[src/rtl/pulse_sequencer.sv]
// Pulse-channel note sequencer: steps a fixed 16-entry song ROM on quarter-frame
// rises and arbitrates the four channel registers against host register writes.
module pulse_sequencer #(
  parameter logic [3:0] VOLUME = 4'hF,
  parameter bit         LOOP   = 1'b1
) (
  input  logic       clk,
  input  logic       rst,
  input  logic       qtr_clk,
  input  logic       play,
  input  logic [7:0] host_reg_0,
  input  logic [7:0] host_reg_1,
  input  logic [7:0] host_reg_2,
  input  logic [7:0] host_reg_3,
  input  logic       host_change,
  output logic [7:0] reg_0,
  output logic [7:0] reg_1,
  output logic [7:0] reg_2,
  output logic [7:0] reg_3,
  output logic       change,
  output logic [3:0] step,
  output logic       busy
);

  typedef enum logic [1:0] {IDLE, LOAD, STROBE, HOLD} state_t;

  state_t      state_reg, state_next;
  logic [3:0]  step_reg, step_next;
  logic [3:0]  cnt_reg, cnt_next;
  logic [7:0]  regs_reg [4];
  logic [7:0]  regs_next [4];
  logic        change_reg, change_next;
  logic        play_q_reg, qtr_q_reg, host_q_reg;
  logic        host_load_reg, host_load_next;
  logic        host_strobe_reg, host_strobe_next;

  logic        play_rise, qtr_rise, host_rise;
  logic [16:0] entry;
  logic [10:0] period;
  logic [1:0]  duty;
  logic [3:0]  dur;

  // Entry layout: {period[10:0], duty[1:0], dur[3:0]}; dur == 0 marks the end of the song.
  function automatic logic [16:0] rom_entry(input logic [3:0] addr);
    case (addr)
      4'd0:    rom_entry = {11'h0FD, 2'd2, 4'd2};
      4'd1:    rom_entry = {11'h0E1, 2'd1, 4'd2};
      4'd2:    rom_entry = {11'h000, 2'd0, 4'd1};
      4'd3:    rom_entry = {11'h0BE, 2'd2, 4'd4};
      default: rom_entry = 17'd0;
    endcase
  endfunction

  assign entry  = rom_entry(step_reg);
  assign period = entry[16:6];
  assign duty   = entry[5:4];
  assign dur    = entry[3:0];

  assign play_rise = play & ~play_q_reg;
  assign qtr_rise  = qtr_clk & ~qtr_q_reg;
  assign host_rise = host_change & ~host_q_reg;

  always_comb begin
    state_next       = state_reg;
    step_next        = step_reg;
    cnt_next         = cnt_reg;
    regs_next        = regs_reg;
    change_next      = 1'b0;
    host_load_next   = host_rise;
    host_strobe_next = host_load_reg;

    if (host_rise) begin
      // Host write preempts playback; any pending ROM strobe is dropped.
      state_next = IDLE;
    end else begin
      case (state_reg)
        IDLE: begin
          // A play rise while a host update is still in flight is discarded.
          if (play_rise && !host_load_reg && !host_strobe_reg) begin
            step_next  = 4'd0;
            state_next = LOAD;
          end
        end
        LOAD: begin
          if (dur != 4'd0) begin
            if (period == 11'd0) begin
              regs_next[0] = 8'h30;
            end else begin
              regs_next[0] = {duty, 2'b11, VOLUME};
              regs_next[1] = 8'h00;
              regs_next[2] = period[7:0];
              regs_next[3] = {5'b00001, period[10:8]};
            end
            state_next = STROBE;
          end else if (LOOP) begin
            step_next = 4'd0;
          end else begin
            regs_next[0] = 8'h30;
            regs_next[1] = 8'h00;
            regs_next[2] = 8'h00;
            regs_next[3] = 8'h00;
            state_next   = STROBE;
          end
        end
        STROBE: begin
          change_next = 1'b1;
          cnt_next    = dur;
          // Only the stop-silence entry reaches STROBE with dur == 0.
          state_next  = (dur == 4'd0) ? IDLE : HOLD;
        end
        HOLD: begin
          if (qtr_rise) begin
            if (cnt_reg == 4'd1) begin
              step_next  = step_reg + 4'd1;
              state_next = LOAD;
            end else begin
              cnt_next = cnt_reg - 4'd1;
            end
          end
        end
        default: state_next = IDLE;
      endcase
    end

    if (host_load_reg) begin
      regs_next[0] = host_reg_0;
      regs_next[1] = host_reg_1;
      regs_next[2] = host_reg_2;
      regs_next[3] = host_reg_3;
    end
    if (host_strobe_reg) begin
      change_next = 1'b1;
    end
  end

  always_ff @(posedge clk) begin
    if (rst) begin
      state_reg       <= IDLE;
      step_reg        <= 4'd0;
      cnt_reg         <= 4'd0;
      regs_reg[0]     <= 8'h30;
      regs_reg[1]     <= 8'h00;
      regs_reg[2]     <= 8'h00;
      regs_reg[3]     <= 8'h00;
      change_reg      <= 1'b0;
      play_q_reg      <= 1'b0;
      qtr_q_reg       <= 1'b0;
      host_q_reg      <= 1'b0;
      host_load_reg   <= 1'b0;
      host_strobe_reg <= 1'b0;
    end else begin
      state_reg       <= state_next;
      step_reg        <= step_next;
      cnt_reg         <= cnt_next;
      regs_reg        <= regs_next;
      change_reg      <= change_next;
      play_q_reg      <= play;
      qtr_q_reg       <= qtr_clk;
      host_q_reg      <= host_change;
      host_load_reg   <= host_load_next;
      host_strobe_reg <= host_strobe_next;
    end
  end

  assign reg_0  = regs_reg[0];
  assign reg_1  = regs_reg[1];
  assign reg_2  = regs_reg[2];
  assign reg_3  = regs_reg[3];
  assign change = change_reg;
  assign step   = step_reg;
  assign busy   = (state_reg != IDLE);

endmodule

[config.mk]
export PLATFORM = sky130hd
export DESIGN_NAME = pulse_sequencer
export DESIGN_NICKNAME = d
export VERILOG_FILES = /design/src/rtl/pulse_sequencer.sv
export SDC_FILE = /design/constraint.sdc
export NUM_CORES = 1
export LEC_CHECK = 0
export ABC_CLOCK_PERIOD_IN_PS = 2000
export CAP_MARGIN = 5
export CORE_ASPECT_RATIO = 1.2
export CORE_UTILIZATION = 40
export DETAILED_ROUTE_END_ITERATION = 8
export PLACE_DENSITY = 0.75
export SLEW_MARGIN = 20
export SYNTH_ARGS = -nofsm -noshare
export SYNTH_HDL_FRONTEND = slang
export SYNTH_SLANG_ARGS = --single-unit
[constraint.sdc]
create_clock -name clk -period 2 [get_ports clk]
set_input_delay 0.4 -clock clk [delete_from_list [all_inputs] [get_ports clk]]
set_output_delay 0.4 -clock clk [all_outputs]
set_load 0.005 [all_outputs]
==> impl_metrics.csv, run 1 <==
group,metric,value,unit
floorplan,dieArea,0.00555,sq mm
synth,ys_ff_latch,48,
clocking,cts_tree,"done",
pwr,p_total,0.00199,W
route,num_vias,1927,
grt,first_global_vias,1806,
floorplan,die_h,81.4,microns
clocking,clk_pin_slew,0.09,ns
worst_setup_path,cp_max_fo,4,
timing,setup_tns,-0.407,ns
timing,fmax,464,MHz
synth,avgSynthCellArea,9.34,sq um
grt,grt_pass1_wl,8270,microns
final_layout,final_common_cell,"clkdlybuf4s50_1",
route,detail_route.iter0.violations,76,
timing,min_period,2.16,ns
grt,grt_use_met3,0.0463,
grt,grtUsageMet1,0.243,
clocking,cts_hold_buf,0,
worst_setup_path,startpoint,"step[1]",
timing,setup_viol,4,
final_layout,nets,362,
timing,worst_slew_pin_slew,0.624,ns
final_layout,area_growth,52.3,%
synth,yosysSeqAreaShare,0.457,
outcome,violations,"negative setup slack",
pwr,powerDensity,623,mW/mm^2
timing,fin_skew,0.00671,ns
final_layout,diodes,0,
floorplan,rows,28,
worst_setup_path,arrival,2.39,ns
floorplan,die_w,68.2,microns
synth,synth_cell_types,41,
timing,maxSlewViolCount,0,
pwr,vdd_ir_drop_max,0.411,mV
floorplan,core-area,0.00497,sq mm
worst_setup_path,required,2.24,ns
floorplan,start_util,0.422,
clocking,cts_sinks,48,
outcome,status,"finished, violations left",
job,drv_cap,0,
synth,synth_warnings,0,
timing,layout_setup_ws,-0.155,ns
synth,synth_nets,272,
route,drc,0,
synth,synth_top_area_cell,"dfxtp_1",
worst_hold_path,hold_class,"reg -> reg",
timing,rsz0062_at_grt,"true",
timing,post-route-period-util,1.08,
route,ant_nets,0,
timing,finalHoldViolCount,0,
route,viasPerCell,5.13,
route,wl_per_cell,13.9,microns
grt,grt_start_max_net_pins,30,
grt,grtUsageMet2,0.328,
final_layout,drive_gt1_frac,0.168,
grt,antenna_found_initial,0,
worst_setup_path,worst-setup-path-type,"reg -> reg",
synth,syn_inst,225,
place,portBuffers,74,
clocking,clk_path_buf_depth,2,
synth,synth_top_area_share,0.457,
clocking,htreeDepth,2,
worst_setup_path,startpoint_type,"flop",
grt,track_usage,0.197,
grt,busiest_layer,"met2",
timing,max_slew_margin,0.582,
place,gp_congestion,0.758,
clocking,insertion_delay,0.30,ns
place,place_hpwl,3820,microns
grt,grt.overflow.total,0,
worst_setup_path,end_kind,"flop",
synth,synth.area.top_cells,"dfxtp_1, a22o_1, ha_1",
route,routed_wl,5220,microns
clocking,clockRootBuffer,"clkbuf_8",
final_layout,final_cell_mix,"clkdlybuf4s50_1, dfxtp_1, buf_4",
floorplan,ioPinCount,75,
worst_setup_path,timing.rr.start,"step[1]",
route,firstDrtPassIters,4,
pwr,p_leak,1.23,nW
clocking,cts_buffers,5,
synth,syn-cell-area,0.00210,sq mm
worst_hold_path,min_from,"host_q_reg",
## worst max-delay path, stage by stage (launching register included)
cell and delay [ns]:
dfxtp_4 0.39, inv_4 0.05, ha_4 0.15, or4_4 0.53
a311oi_2 0.23, nand4_1 0.19, or3b_1 0.42, a21oi_2 0.13
## through the flow
| stage | std cells | cell area [sq um] | hold WS [ns] | utilization | setup WS [ns] |
|---|---|---|---|---|---|
| floorplan | 225 | 2130 | 0.406 | - | -0.00729 |
| global placement | 365 | 3030 | 0.421 | 0.610 | -0.105 |
| detailed placement | 365 | 3030 | 0.419 | 0.610 | -0.199 |
| CTS | 375 | 3160 | 0.433 | 0.634 | -0.123 |
| global route | 376 | 3200 | 0.483 | 0.643 | -0.272 |
| finish | 376 | 3200 | 0.422 | 0.643 | -0.155 |
## kinds of logic (layout without fill, tap and decap cells)
family	count (synthesis)	after routing	share of synthesized area
flops	48	48	0.457
fa+ha+maj	10	10	0.0596
buf+inv	30	121	0.0548
compound gates	58	58	0.213
simple gates	75	75	0.196
xor+xnor	1	1	0.00417
mux	3	3	0.0149
## final timing paths
| path | slack (ns) | cells past startpoint | end |
|---|---|---|---|
| setup / recovery | -0.16 | 7 | step[2] |
| hold / removal | 0.42 | 1 | host_load_reg |
| setup reg to reg | -0.16 | 7 | step[2] |
| hold reg to reg | 0.42 | 1 | host_load_reg |
## cell type report
type / instances / area [sq um]
Sequential cell: 48 / 972
Fill cell: 433 / 1780
Clock inverter: 1 / 7.51
Timing Repair Buffer: 95 / 911
Clock buffer: 7 / 86.3
Inverter: 18 / 70.1
Multi-Input combinational cell: 147 / 1080
Tap cell: 60 / 75.1
## cell usage after synthesis
cell	count
nand3b_1	2
mux2i_1	2
clkbuf_2	1
clkbuf_1	10
o22ai_1	1
a211oi_1	5
or3b_1	1
nor3_1	9
or4b_1	1
nor2b_1	15
nor3b_1	1
nand2_1	10
a311oi_2	1
o41ai_4	1
ha_1	10
or2_2	3
nor3b_2	1
mux2_2	1
a21oi_1	12
o31ai_1	1
a311oi_1	1
a211o_1	1
nand4_1	3
nand2b_1	2
o311a_1	1
buf_2	1
o21ai_0	8
or4_4	1
a31o_2	1
or3_2	1
o21a_1	1
and2_1	2
xor2_1	1
inv_1	18
nor2_1	14
and3_1	1
or3_1	1
dfxtp_1	48
nand3_1	7
a221oi_1	9
a22o_1	15
## where the power goes
group,internal [W],switching (W),leakage (nW)
sequential,0.00100,0.0000298,0.396
combinational,0.000222,0.000133,0.790
clock,0.000281,0.000322,0.0445
## metal layers
layer	up-vias	part of all wire
met3	9	0.034
met1	901	0.43
li1	978	-
met5	-	0
met2	39	0.52
met4	0	0.020
## repair_timing
| item | 4_1_cts | 5_1_grt |
|---|---|---|
| gates resized for setup | 1 | 9 |
| buffers inserted | 2 | 1 |
| pin swaps | 0 | 3 |
| endpoints found under the setup margin | 21 | 9 |
No activity file was read; power rests on OpenSTA's default activity.
==> inputs of run 2 (changes only) <==
--- a/config.mk
+++ b/config.mk
@@ -5,7 +5,7 @@
 export SDC_FILE = /design/constraint.sdc
 export NUM_CORES = 1
 export LEC_CHECK = 0
-export ABC_CLOCK_PERIOD_IN_PS = 2000
+export ABC_CLOCK_PERIOD_IN_PS = 1900
 export CAP_MARGIN = 5
 export CORE_ASPECT_RATIO = 1.2
 export CORE_UTILIZATION = 40
==> constraint.sdc (replaced) <==
create_clock -name clk -period 1.9 [get_ports clk]
set_input_delay 0.38 -clock clk [delete_from_list [all_inputs] [get_ports clk]]
set_output_delay 0.38 -clock clk [all_outputs]
set_load 0.005 [all_outputs]
==> run 2 against run 1 <==
  * The flow still finishes with violations (negative setup slack)
  * Die area is the same
  * Register-to-register slack lost 0.06 ns
  * Sequential share of layout area shrank 1.5 points
  * Sequential cell count is the same
  * Clock power grew 26%
  * Clock skew shrank 0.0024 ns
  * Highest routed layer unchanged
==> impl_metrics.csv, run 2 (synthesized netlist as in run 1, its figures left out) <==
group,metric,value,unit
worst_setup_path,startpoint_type,"flop",
floorplan,core-area,0.00497,sq mm
pwr,combinationalPowerShare,0.179,
worst_setup_path,r2r_slack,-0.21,ns
floorplan,start_util,0.422,
timing,finalHoldViolCount,0,
worst_setup_path,timing.rr.start,"step[1]",
clocking,cts_buffers,5,
grt,grt_pass1_wl,8580,microns
pwr,power_frac_seq,0.484,
worst_setup_path,critical-path-top-delay-family,"simple AND/OR/NAND/NOR gates",
timing,maxSlewViolCount,0,
route,viasPerCell,5.17,
outcome,violations,"negative setup slack",
clocking,clk_pin_slew,0.09,ns
worst_setup_path,required,2.14,ns
route,wl_per_cell,13.8,microns
floorplan,dieArea,0.00555,sq mm
floorplan,die_w,68.2,microns
route,ant_nets,0,
job,drv_cap,0,
timing,post-route-period-util,1.11,
final_layout,fin_util,0.677,
timing,fin_skew,0.00431,ns
final_layout,area_growth,60.3,%
floorplan,ioPinCount,75,
floorplan,die_h,81.4,microns
timing,min_period,2.11,ns
pwr,power.internal,0.00171,W
pwr,power.switching,0.000542,W
final_layout,drive_gt1_frac,0.213,
route,routed_wl,5360,microns
grt,first_global_vias,1849,
final_layout,seq_area,973,sq um
timing,hold_ws,0.445,ns
worst_hold_path,holdPathStages,1,
pwr,swShare,0.241,
clocking,clockRootBuffer,"clkbuf_8",
worst_setup_path,cp_max_fo,4,
worst_setup_path,arrival,2.36,ns
timing,layout_setup_ws,-0.214,ns
worst_setup_path,worst-setup-path-type,"reg -> reg",
pwr,p_leak,1.34,nW
final_layout,final_common_cell,"clkdlybuf4s50_1",
timing,max_slew_margin,0.574,
clocking,cts_hold_buf,0,
grt,antenna_found_initial,0,
worst_hold_path,hold_class,"reg -> reg",
final_layout,diodes,0,
route,firstDrtPassIters,4,
place,place_hpwl,3650,microns
timing,worst_slew_pin_slew,0.636,ns
grt,grt_start_max_net_pins,34,
worst_setup_path,startpoint,"step[1]",
route,num_vias,2012,
final_layout,final_cell_mix,"clkdlybuf4s50_1, dfxtp_1, buf_4",
worst_hold_path,min_from,"host_q_reg",
worst_setup_path,path_cells,"inv_4 > ha_4 > or4_4 > a311oi_2 > nand4_1 > or3b_1 > a21oi_1",
final_layout,fill_cells,420,
worst_setup_path,slowest_stage,"or4_4",
timing,fmax,473,MHz
worst_setup_path,crit_cells,7,
pwr,clock_power_share,0.337,
worst_setup_path,crit_path_max_incr_delay,0.54,ns
clocking,insertion_delay,0.31,ns
clocking,cts_sinks,48,
final_layout,multi_input_area,0.00111,sq mm
grt,track_usage,0.205,
place,preCtsSetupSlack,-0.296,ns
worst_setup_path,critPathBufInv,1,
clocking,cts_tree,"done",
route,drc,0,
worst_setup_path,reg2reg_depth,7,
grt,grt.overflow.total,0,
pwr,powerDensity,667,mW/mm^2
place,gp_congestion,0.815,
final_layout,nets,375,
clocking,clk_path_buf_depth,2,
pwr,vdd_ir_drop_max,0.417,mV
outcome,status,"finished, violations left",
timing,setup_viol,26,
timing,rsz0062_at_grt,"true",
place,portBuffers,74,
clocking,htreeDepth,2,
route,detail_route.iter0.violations,73,
floorplan,rows,28,
worst_setup_path,end_kind,"flop",
## run 2: final cells by class
cell class | count | area share
timing repair buffer | 108 | 0.304
sequential | 48 | 0.289
clock buffer | 5 | 0.0204
tap | 60 | 0.0223
clock inverter | 3 | 0.0141
inverter | 18 | 0.0215
multi-input combinational | 147 | 0.328
## run 2: final timing paths
check	to
max	step[2]
max reg2reg	step[2]
min reg2reg	host_load_reg
min	host_load_reg
## run 2: repair_timing
item,CTS,global route
endpoints found under the setup margin,31,37
gates resized for setup,16,11
endpoints found under the hold margin,0,0
cloned,1,0
pin swaps,10,9
setup buffers,5,6
## run 2: power by group through the flow
stage / combinational, W / sequential [W] / clock (W)
floorplan: 0.000147 / 0.00111 / 0
global placement: 0.000366 / 0.00111 / 0
detailed placement: 0.000369 / 0.00111 / 0
CTS: 0.000391 / 0.00109 / 0.000774
global route: 0.000438 / 0.00110 / 0.000818
finish: 0.000401 / 0.00109 / 0.000758
## run 2: through the flow
stage	cells	TNS [ns]	total power [W]	area (sq um)
after floorplan	225	-0.618	0.00126	2140
after global placement	370	-1.90	0.00148	3070
after detailed placement	370	-2.81	0.00148	3070
after CTS	383	-2.69	0.00225	3280
after global routing	389	-5.32	0.00235	3370
final	389	-1.93	0.00225	3370
## run 2: routing by layer
layer  GRT usage  up-vias  share of wire
met5           0        -              0
met4      0.0625        0          0.013
met3      0.0646        8          0.058
met2       0.351       56           0.50
met1       0.239      940           0.43
li1            -     1008              -
==> inputs of run 3 (changes only) <==
--- a/config.mk
+++ b/config.mk
@@ -10,7 +10,9 @@
 export CORE_ASPECT_RATIO = 1.2
 export CORE_UTILIZATION = 40
 export DETAILED_ROUTE_END_ITERATION = 8
+export GPL_TIMING_DRIVEN = 0
 export PLACE_DENSITY = 0.75
+export REMOVE_ABC_BUFFERS = 1
 export SLEW_MARGIN = 20
 export SYNTH_ARGS = -nofsm -noshare
 export SYNTH_HDL_FRONTEND = slang
==> run 3 against run 2 <==
  * The run still ends with negative setup slack left
  * Clock skew up 0.00052 ns
  * Sequential power about the same
  * Fmax down 3.2%
  * Utilization down 2.6 points
  * Worst setup slack worse by 0.069 ns
  * Count of clock-buffer cells in the layout up 2
  * Sequential cell count unchanged
  * Wire length down 1.3%
  * Die area unchanged
  * Non-clock buffer count down 15
  * Combinational power down 7.5%
==> impl_metrics.csv, run 3 (synthesized netlist as in run 1, its figures left out) <==
group,metric,value,unit
worst_setup_path,slowest_stage,"or4_4",
pwr,powerDensity,651,mW/mm^2
clocking,clk_path_buf_depth,2,
floorplan,die_w,68.2,microns
grt,antenna_found_initial,0,
worst_setup_path,critical-path-top-delay-family,"simple AND/OR/NAND/NOR gates",
route,ant_nets,0,
route,viasPerCell,5.13,
grt,track_usage,0.199,
timing,fmax,458,MHz
clocking,cts_tree,"done",
worst_setup_path,arrival,2.41,ns
timing,setup_viol,29,
clocking,cts_sinks,48,
outcome,status,"finished, violations left",
place,portBuffers,74,
grt,grt.overflow.total,0,
worst_setup_path,end_kind,"flop",
final_layout,final_common_cell,"clkdlybuf4s50_1",
place,place_hpwl,3440,microns
worst_setup_path,worst-setup-path-type,"reg -> reg",
worst_setup_path,critPathBufInv,1,
route,firstDrtPassIters,4,
worst_setup_path,cp_max_fo,4,
route,routed_wl,5290,microns
floorplan,rows,28,
worst_setup_path,startpoint_type,"flop",
timing,fin_skew,0.00483,ns
route,wl_per_cell,14.1,microns
worst_hold_path,hold_class,"reg -> reg",
final_layout,fin_util,0.651,
timing,maxSlewViolCount,0,
route,drc,0,
final_layout,drive_gt1_frac,0.185,
floorplan,die_h,81.4,microns
place,gp_congestion,0.759,
outcome,violations,"negative setup slack",
clocking,clk_pin_slew,0.08,ns
timing,min_period,2.18,ns
timing,setup_tns,-2.45,ns
worst_setup_path,path_cells,"inv_6 > ha_4 > or4_4 > a311oi_2 > nand4_1 > or3b_1 > a21oi_1",
final_layout,fin_cells,374,
pwr,vdd_ir_drop_max,0.581,mV
grt,grt_pass1_wl,8290,microns
place,preCtsSetupSlack,-0.785,ns
timing,hold_ws,0.423,ns
clocking,clockRootBuffer,"clkbuf_8",
floorplan,core-area,0.00497,sq mm
floorplan,dieArea,0.00555,sq mm
timing,rsz0062_at_grt,"true",
worst_setup_path,crit_path_max_incr_delay,0.54,ns
job,drv_cap,0,
grt,grt_start_max_net_pins,35,
clocking,htreeDepth,2,
final_layout,fill_cells,417,
place,dp_cells,347,
worst_setup_path,r2r_slack,-0.28,ns
final_layout,nets,360,
final_layout,final_cell_mix,"clkdlybuf4s50_1, dfxtp_1, a22o_1, buf_4",
route,detail_route.iter0.violations,81,
clocking,cts_hold_buf,0,
timing,worst_slew_pin_slew,0.669,ns
timing,max_slew_margin,0.554,
clocking,insertion_delay,0.30,ns
final_layout,diodes,0,
floorplan,ioPinCount,75,
timing,post-route-period-util,1.15,
final_layout,area_growth,54.1,%
worst_setup_path,required,2.13,ns
floorplan,start_util,0.422,
route,num_vias,1918,
clocking,cts_buffers,5,
timing,finalHoldViolCount,0,
grt,first_global_vias,1782,
timing,layout_setup_ws,-0.284,ns
pwr,p_leak,1.23,nW
[run 3: cell count changes in the layout (fill, tap and decap cells not counted), sizes merged]
cell,previous run,this run
clkbuf,5,7
clkinvlp,0,1
bufinv,1,0
buf,34,20
dlymetal6s2s,1,0
clkinv,2,0
[run 3: path summary, 6_finish.rpt]
path,depth (start not counted),to,from
min,1,host_load_reg,host_q_reg
max,7,step[2],step[1]
min reg2reg,1,host_load_reg,host_q_reg
max reg2reg,7,step[2],step[1]
[run 3: final cells by class]
cell class	instances	area [sq um]	share of cell area
Clock inverter	1	7.51	0.00232
Clock buffer	7	86.3	0.0267
Sequential cell	48	977	0.302
Inverter	18	75.1	0.0232
Tap cell	60	75.1	0.0232
Multi-Input combinational cell	147	1120	0.347
Timing Repair Buffer	93	893	0.276
[run 3: worst register-to-register path, stage by stage, from the launching register on]
cell and delay [ns]:
dfxtp_4 0.41, inv_6 0.05, ha_4 0.16, or4_4 0.54, a311oi_2 0.25, nand4_1 0.19, or3b_1 0.39, a21oi_1 0.13
[run 3: report_power, final]
part	switching [W]	leakage [nW]	internal, W
sequential	0.0000397	0.396	0.00106
clock	0.000343	0.0445	0.000296
combinational	0.000136	0.792	0.000235
[run 3: per-layer routing]
| metal | vias to the layer above | wire (microns) | global-route usage |
|---|---|---|---|
| met5 | - | 0 | 0 |
| met4 | 0 | 108 | 0.0854 |
| met3 | 9 | 211 | 0.0463 |
| met2 | 46 | 2600 | 0.334 |
| li1 | 974 | - | - |
| met1 | 889 | 2370 | 0.236 |
[run 3: timing repair]
action / 4_1_cts / 5_1_grt
gates resized for setup: 24 / 17
buffers inserted: 14 / 6
pin swaps: 12 / 7
setup endpoints to repair: 37 / 39
cloned: 0 / 0
[run 3: through the flow]
| stage | instance area [sq um] | total power [W] |
|---|---|---|
| floorplan | 2050 | 0.00124 |
| global placement | 2870 | 0.00145 |
| detailed placement | 2860 | 0.00145 |
| CTS | 3140 | 0.00210 |
| global route | 3240 | 0.00220 |
| finish | 3240 | 0.00211 |
